==> config.mk <==
export PLATFORM = sky130hd
export DESIGN_NAME = fetch_pc_ctrl_flat
export DESIGN_NICKNAME = d
export VERILOG_FILES = /design/src/rtl/fetch_pc_ctrl_if.sv /design/src/rtl/fetch_pc_ctrl.sv /design/src/flat_wrapper.sv
export SDC_FILE = /design/constraint.sdc
export NUM_CORES = 1
export LEC_CHECK = 0
export BUFFER_PORTS_ARGS = -buffer_cell sky130_fd_sc_hd__buf_2
export CAP_MARGIN = 20
export CORE_ASPECT_RATIO = 1.5
export CORE_MARGIN = 3
export CORE_UTILIZATION = 50
export DETAILED_ROUTE_END_ITERATION = 16
export PLACE_DENSITY = 0.86
export SLEW_MARGIN = 20
export SYNTH_ARGS = -nofsm -noshare
export SYNTH_HDL_FRONTEND = slang
export SYNTH_SLANG_ARGS = --single-unit
==> constraint.sdc <==
create_clock -name clk -period 3.57 [get_ports clk]
set_input_delay 0.714 -clock clk [delete_from_list [all_inputs] [get_ports clk]]
set_output_delay 0.714 -clock clk [all_outputs]
set_load 0.005 [all_outputs]
==> src/rtl/fetch_pc_ctrl_if.sv <==
// D-stage redirect inputs and F-stage outputs of the fetch PC controller.
// slave: the PC controller itself; master: the pipeline driving it.
interface fetch_pc_ctrl_if;
  logic        stall;
  logic [1:0]  brop_d;
  logic        cmp_result;
  logic [31:0] pc_d;
  logic [15:0] imm16_d;
  logic [25:0] idx26_d;
  logic [31:0] rs_val_d;
  logic        eret_d;
  logic [31:0] epc;
  logic        exc_req;
  logic [31:0] pc_f;
  logic        bd_f;
  logic        flush_fd;
  logic        adel_f;

  modport slave (
    input  stall, brop_d, cmp_result, pc_d, imm16_d, idx26_d, rs_val_d,
           eret_d, epc, exc_req,
    output pc_f, bd_f, flush_fd, adel_f
  );

  modport master (
    output stall, brop_d, cmp_result, pc_d, imm16_d, idx26_d, rs_val_d,
           eret_d, epc, exc_req,
    input  pc_f, bd_f, flush_fd, adel_f
  );
endinterface

==> src/rtl/fetch_pc_ctrl.sv <==
// F-stage program counter with MIPS delay-slot redirect, exception entry and eret.
// Optional fetch address-error check enabled by defining FETCH_ADEL_CHECK_EN.
module fetch_pc_ctrl #(
  parameter logic [31:0] RESET_PC = 32'h0000_3000,
  parameter logic [31:0] EXC_PC   = 32'h0000_4180,
  parameter logic [31:0] IM_BASE  = 32'h0000_3000,
  parameter logic [31:0] IM_LIMIT = 32'h0000_6FFC
) (
  input  logic              clk,
  input  logic              reset,
  fetch_pc_ctrl_if.slave    bus
);

  typedef enum logic [1:0] {
    BROP_NONE = 2'd0,
    BROP_BR   = 2'd1,
    BROP_J    = 2'd2,
    BROP_JR   = 2'd3
  } brop_e;

  typedef enum logic [2:0] {
    SEL_SEQ,
    SEL_EXC,
    SEL_HOLD,
    SEL_EPC,
    SEL_BRANCH,
    SEL_JUMP,
    SEL_REG
  } sel_e;

  brop_e       brop;
  sel_e        sel;
  logic [31:0] pc_f_q, pc_f_d;
  logic        bd_f_q, bd_f_d;
  logic [31:0] pc_seq;
  logic [31:0] br_target;
  logic [31:0] j_target;

  assign brop      = brop_e'(bus.brop_d);
  assign pc_seq    = pc_f_q + 32'd4;
  assign br_target = bus.pc_d + 32'd4 + {{14{bus.imm16_d[15]}}, bus.imm16_d, 2'b00};
  assign j_target  = {bus.pc_d[31:28], bus.idx26_d, 2'b00};

  // Reset is applied in the register; this decode covers priorities below it.
  always_comb begin
    sel = SEL_SEQ;
    if (bus.exc_req) begin
      sel = SEL_EXC;
    end else if (bus.stall) begin
      sel = SEL_HOLD;
    end else if (bus.eret_d) begin
      sel = SEL_EPC;
    end else begin
      unique case (brop)
        BROP_BR:   sel = bus.cmp_result ? SEL_BRANCH : SEL_SEQ;
        BROP_J:    sel = SEL_JUMP;
        BROP_JR:   sel = SEL_REG;
        default:   sel = SEL_SEQ;
      endcase
    end
  end

  always_comb begin
    pc_f_d = pc_seq;
    bd_f_d = (brop != BROP_NONE);
    unique case (sel)
      SEL_EXC: begin
        pc_f_d = EXC_PC;
        bd_f_d = 1'b0;
      end
      SEL_HOLD: begin
        pc_f_d = pc_f_q;
        bd_f_d = bd_f_q;
      end
      SEL_EPC: begin
        pc_f_d = bus.epc;
        bd_f_d = 1'b0;
      end
      SEL_BRANCH: pc_f_d = br_target;
      SEL_JUMP:   pc_f_d = j_target;
      SEL_REG:    pc_f_d = bus.rs_val_d;
      default:    pc_f_d = pc_seq;
    endcase
  end

  always_ff @(posedge clk) begin
    if (reset) begin
      pc_f_q <= RESET_PC;
      bd_f_q <= 1'b0;
    end else begin
      pc_f_q <= pc_f_d;
      bd_f_q <= bd_f_d;
    end
  end

  assign bus.pc_f     = pc_f_q;
  assign bus.bd_f     = bd_f_q;
  assign bus.flush_fd = ~reset & (bus.exc_req | (bus.eret_d & ~bus.stall));

`ifdef FETCH_ADEL_CHECK_EN
  logic pc_misaligned;
  logic pc_out_of_range;

  assign pc_misaligned   = (pc_f_q[1:0] != 2'b00);
  assign pc_out_of_range = (pc_f_q < IM_BASE) | (pc_f_q > IM_LIMIT);
  assign bus.adel_f      = ~reset & (pc_misaligned | pc_out_of_range);
`else
  // Range bounds only matter when the check is built; fold them into a sink.
  logic unused_im_bounds;
  assign unused_im_bounds = ^{IM_BASE, IM_LIMIT};
  assign bus.adel_f       = 1'b0;
`endif

endmodule

==> src/flat_wrapper.sv <==
// flat-port wrapper written by rule: the top's interface ports become plain ports
module fetch_pc_ctrl_flat 
#(
  parameter logic [31:0] RESET_PC = 32'h0000_3000,
  parameter logic [31:0] EXC_PC   = 32'h0000_4180,
  parameter logic [31:0] IM_BASE  = 32'h0000_3000,
  parameter logic [31:0] IM_LIMIT = 32'h0000_6FFC
)
  (clk, reset, bus_stall, bus_brop_d, bus_cmp_result, bus_pc_d, bus_imm16_d, bus_idx26_d, bus_rs_val_d, bus_eret_d, bus_epc, bus_exc_req, bus_pc_f, bus_bd_f, bus_flush_fd, bus_adel_f);
  fetch_pc_ctrl_if bus_i ();
  input  logic clk;
  input  logic reset;
  input wire logic [$bits(bus_i.stall)-1:0] bus_stall;
  input wire logic [$bits(bus_i.brop_d)-1:0] bus_brop_d;
  input wire logic [$bits(bus_i.cmp_result)-1:0] bus_cmp_result;
  input wire logic [$bits(bus_i.pc_d)-1:0] bus_pc_d;
  input wire logic [$bits(bus_i.imm16_d)-1:0] bus_imm16_d;
  input wire logic [$bits(bus_i.idx26_d)-1:0] bus_idx26_d;
  input wire logic [$bits(bus_i.rs_val_d)-1:0] bus_rs_val_d;
  input wire logic [$bits(bus_i.eret_d)-1:0] bus_eret_d;
  input wire logic [$bits(bus_i.epc)-1:0] bus_epc;
  input wire logic [$bits(bus_i.exc_req)-1:0] bus_exc_req;
  output wire logic [$bits(bus_i.pc_f)-1:0] bus_pc_f;
  output wire logic [$bits(bus_i.bd_f)-1:0] bus_bd_f;
  output wire logic [$bits(bus_i.flush_fd)-1:0] bus_flush_fd;
  output wire logic [$bits(bus_i.adel_f)-1:0] bus_adel_f;
  assign bus_i.stall = bus_stall;
  assign bus_i.brop_d = bus_brop_d;
  assign bus_i.cmp_result = bus_cmp_result;
  assign bus_i.pc_d = bus_pc_d;
  assign bus_i.imm16_d = bus_imm16_d;
  assign bus_i.idx26_d = bus_idx26_d;
  assign bus_i.rs_val_d = bus_rs_val_d;
  assign bus_i.eret_d = bus_eret_d;
  assign bus_i.epc = bus_epc;
  assign bus_i.exc_req = bus_exc_req;
  assign bus_pc_f = bus_i.pc_f;
  assign bus_bd_f = bus_i.bd_f;
  assign bus_flush_fd = bus_i.flush_fd;
  assign bus_adel_f = bus_i.adel_f;
  fetch_pc_ctrl #(.RESET_PC(RESET_PC), .EXC_PC(EXC_PC), .IM_BASE(IM_BASE), .IM_LIMIT(IM_LIMIT)) u_core (.clk(clk), .reset(reset), .bus(bus_i));
endmodule
* After elaboration in Yosys (flattened, before gate mapping) *
Cells that the tools add are included.

word-level totals
  logic and storage cells = 28
  register bits = 33
  bits of input ports = 146

operators by class
  $add $sub $neg = 3
  equality and inequality tests = 9
  reduce and logical (&&, ||, !) cells = 2
  mux-type cells = 7
  bitwise logic cells = 5

operators with widths
  operator                                              number
  one-hot mux 32 bit (6 select lines)                   1
  adder 32 x 3 -> 32 bit (second input constant)        2
  adder 32 bit                                          1
  2-to-1 mux 3 bit                                      4
  equality test 3 bit (second input constant)           3
  one-hot mux 3 bit (3 select lines)                    1
  equality test 3 x 2 -> 1 bit (second input constant)  2
  equality test 2 bit (second input constant)           2
  equality test 3 x 1 -> 1 bit (second input constant)  1
  AND 1 bit                                             2
  equality test 2 x 1 -> 1 bit (second input constant)  1
  inverter 1 bit                                        2
  one-hot mux 1 bit (2 select lines)                    1
  nonzero test 2 bit                                    1
  OR reduction 2 bit                                    1
  bitwise OR 1 bit                                      1

* Depth between registers and ports, before layout *
  word-level depth = 8
  mapped depth = 14

* Least setup slack after synthesis *
OpenSTA, ideal clock, no wires.

  kind = input -> register
  start = in bus_imm16_d[2]
  end = reg u_core.pc_f_q[22] (netlist: u_core.bus.pc_f[22])
  buffers on the path = 0
  path slack = 0.425 ns
  arrival = 3.031 ns
  cell stages on the path = 10
  required time = 3.455 ns
  cell sequence = ha_1 -> ha_1 -> a211o_1 -> a211oi_2 -> nor2_1 -> a221o_2 -> a41oi_4 -> xnor2_1 -> a21oi_1 -> a2111oi_0

on the way
  longest elaborated chain between the ends = 2

ends and longest elaborated chain
  element                              RTL line             RTL
  start, declared                      flat_wrapper.sv:17   input wire logic [$bits(bus_i.imm16_d)-1:0] bus_imm16_d;
  adder 32 bit                         fetch_pc_ctrl.sv:41  assign br_target = bus.pc_d + 32'd4 + {{14{bus.imm16_d[15]}}, bus.imm16_d, 2'b00};
  one-hot mux 32 bit (6 select lines)  fetch_pc_ctrl.sv:66  unique case (sel)
  end signal, assigned                 fetch_pc_ctrl.sv:91  pc_f_q <= pc_f_d;
  end, declared                        fetch_pc_ctrl.sv:33  logic [31:0] pc_f_q, pc_f_d;

No other way between the ends.
A chain may end at the register's enable or synchronous reset.

* Worst setup path in the final report *
  start = in bus_imm16_d[0]
  end = reg u_core.pc_f_q[31] (netlist: u_core.bus.pc_f[31])

The elaborated chain is that of the path after synthesis.

==> run summary <==
Iteration-0 DRC Markers - 452
Metal3 WL - 952 um
Top cell type's share of synthesized area - 16.2%
Hpwl dp - 13200 um
Largest net degree at the start of global routing - 25
First-pass GRT wire length - 25600 um
Placed instance count - 865
FF+latch count, synth - 33
I/O pins - 181
Max Used Layer - met4
GRT Overall Usage - 30.7%
Final setup fails - 0
R2R Setup Slk - 1.04 ns
Core area - 8570 um^2
Reg2reg end - u_core.bus.pc_f[24]
Max_slew headroom - 33.8%
Cts repair resizes - 0
Setup crit start kind - input pin
Via count - 5453
Maximum vdd drop - 262 uV
WHS Path Cells - 2
Worst R2R Start - u_core.bus.pc_f[2]
Tmin final - 3.31 ns
Share of layout cells above drive strength 1 - 29.1%
IO Port Bufs - 179
Status - finished clean
Antenna diodes - 0
Total setup buffers inserted after CTS - 0
Detail Route Antenna Nets - 0
Initial antenna violation count - 0
Part of the power in the clock network - 30.2%
Ys async rst share - 0%
Slew @ Worst Pin - 0.993 ns
Clock Sinks - 33
Syn avg cell area - 7.48 um^2
Post-CTS Hold Fix Bufs - 0
Initial Utilization - 52.3%
CP Data Required Time - 3.77 ns
Nets - 970
Crit-path max FO - 3
Arrival time of the worst setup path - 3.50 ns
Total CTS buffers - 5
Post-synth EDFFs - 0
Clock-pin slew on the worst setup and hold paths - 0.06 ns
Hold Startpoint - u_core.bus.pc_f[1]
Die X - 83.3 um
Met1 WL - 6100 um
Die area - 10200 um^2
Part of the power in registers - 25.7%
RSZ-0062 raised after global routing - no
Clock root cell - clkbuf_16
Top_reg_cell synth - dfxtp_1
Power density cells - 295 nW/um^2
R2R depth - 9
Met2 wire len - 8510 um
Count leader, synth - a21oi_1
Worst setup EP type - flip-flop
Yosys top cell by area - ha_1
Drt pass-1 iters - 5
Top cells by count, synth - a21oi_1 (70), ha_1 (58), nor2_1 (53)
Layout area overhead - 26.4%
Post-Syn Nets - 804
Hold Path Class - reg -> reg
LEAKAGE - 2.74 nW
Synth area leaders - ha_1 (16%), dfxtp_1 (15%), a21oi_1 (7.8%)
Die height - 122 um
Residual DRC - 0
Pint - 1.05 mW
Gate power share - 44.2%
Drt wl/cell - 18.6 um
Total Wirelength - 16200 um
GRT overflow - 0
WHS Endpoint - u_core.bus.pc_f[1]
Switching Fraction - 37.1%
# rows - 41
Final number of max-transition violations - 0
Sum Neg Setup Slack - 0 ns
Synth Instances - 599
Vias in the first global route - 5525
Post-Layout Cell Count - 873
CTS max path bufs - 2
Sequential fraction of the synthesis area - 14.7%
Hold slack - 0.517 ns
GP Congestion - 0.939
WS Path Type - in -> reg
Yosys cell types - 69
Ys Warns - 0
Fin. Hold Viols - 0
Vias/cell - 6.25
Total of max-cap violations - 0
Clock Skew - 0.00589 ns
Clk_lat worst skew - 0.28 ns
Sw power - 0.620 mW
F_max - 0.302 GHz
CTS tree - built
Part of the cycle the worst path needs - 92.6%
H-tree level count - 2
Cell Area, Synth - 4480 um^2
-- cells in the final DEF (no fill, tap or decap), types with 4 or more instances in the layout --
master       n
a21oi_1     70
and3_1       5
nor3_1      13
xor2_1      15
a2111oi_0    7
a211oi_1     5
ha_1        58
nand4_1     12
nand3_1     18
inv_1       13
mux2i_1     28
o21ai_0     42
nand2_1     50
a31oi_1      4
nor2_1      53
a21o_1      12
buf_4       18
buf_2      179
o211ai_1     6
xnor2_1     22
o22ai_1      6
o221ai_1     4
dfxtp_1     33
and2_1       4
mux2_2       4
nand2b_1     4
clkbuf_16    5
a221oi_1    10
o31ai_1      4
-- layer usage --
metal / vias up / GRT usage [%]
met1: 2555 / 33.0
met5: - / 0
met3: 47 / 3.72
met4: 0 / 15.4
li1: 2599 / -
met2: 252 / 58.5
-- how the worst max path moves through the flow --
stage                                to  slack, ns      startpoint  depth (start not counted)
finish              u_core.bus.pc_f[31]       0.26  bus_imm16_d[0]                         15
detailed placement  u_core.bus.pc_f[31]       0.02  bus_imm16_d[0]                         15
global route        u_core.bus.pc_f[31]       0.02  bus_imm16_d[0]                         15
floorplan           u_core.bus.pc_f[22]       0.42  bus_imm16_d[2]                         10
CTS                 u_core.bus.pc_f[31]       0.30  bus_imm16_d[0]                         15
global placement    u_core.bus.pc_f[31]       0.14  bus_imm16_d[0]                         15
-- critical path, cell delays in order --
cell and delay [ns]:
buf_2 0.07, inv_1 0.03, ha_1 0.19, inv_1 0.11, ha_1 0.23, inv_1 0.08
fa_1 0.41, nor2b_1 0.17, o2111a_1 0.26, o21ai_0 0.12, a21oi_1 0.22, a21oi_1 0.16
o41ai_1 0.47, a32oi_1 0.17, o31ai_1 0.09
-- state kept, by name, summed over array words and instances, names as in the netlist --
name             cells
u_core.bus.bd_f      1
u_core.bus.pc_f     32
-- cells by family (layout without fill, tap and decap cells) --
family	count (synthesis)	count (layout)	synth area share, %
buffers and inverters	51	218	4.50
AO/OA/AOI/OAI	209	209	30.9
adder cells (fa/ha/maj)	59	59	16.6
flip-flops	33	33	14.7
other	1	1	0.0837
AND/OR/NAND/NOR	177	177	18.7
XOR/XNOR	37	37	7.23
multiplexers	32	32	7.26
-- layout make-up --
| cell class | instances | area [um^2] |
|---|---|---|
| Multi-Input combinational cell | 515 | 3620 |
| Fill cell | 782 | 2900 |
| Clock buffer | 5 | 125 |
| Inverter | 13 | 48.8 |
| Clock inverter | 3 | 46.3 |
| Tap cell | 107 | 134 |
| Timing Repair Buffer | 197 | 1030 |
| Sequential cell | 33 | 661 |
-- stage by stage --
stage	setup WS [ns]	util (%)	instance area (um^2)	total power, mW
floorplan	0.425	-	4480	0.898
finish	0.262	66.1	5660	1.67
detailed placement	0.0207	64.1	5490	1.16
CTS	0.297	66.1	5660	1.66
global route	0.0250	66.1	5660	1.77
global placement	0.142	64.1	5490	1.14
-- power by group through the flow --
stage                     combinational [mW]  sequential (mW)  clock [mW]
after global placement                 0.705            0.433           0
final                                  0.738            0.429       0.504
after global routing                   0.813            0.433       0.524
after detailed placement               0.723            0.435           0
after floorplan                        0.468            0.430           0
after CTS                              0.730            0.427       0.503
(Power assumes the default switching activity.)
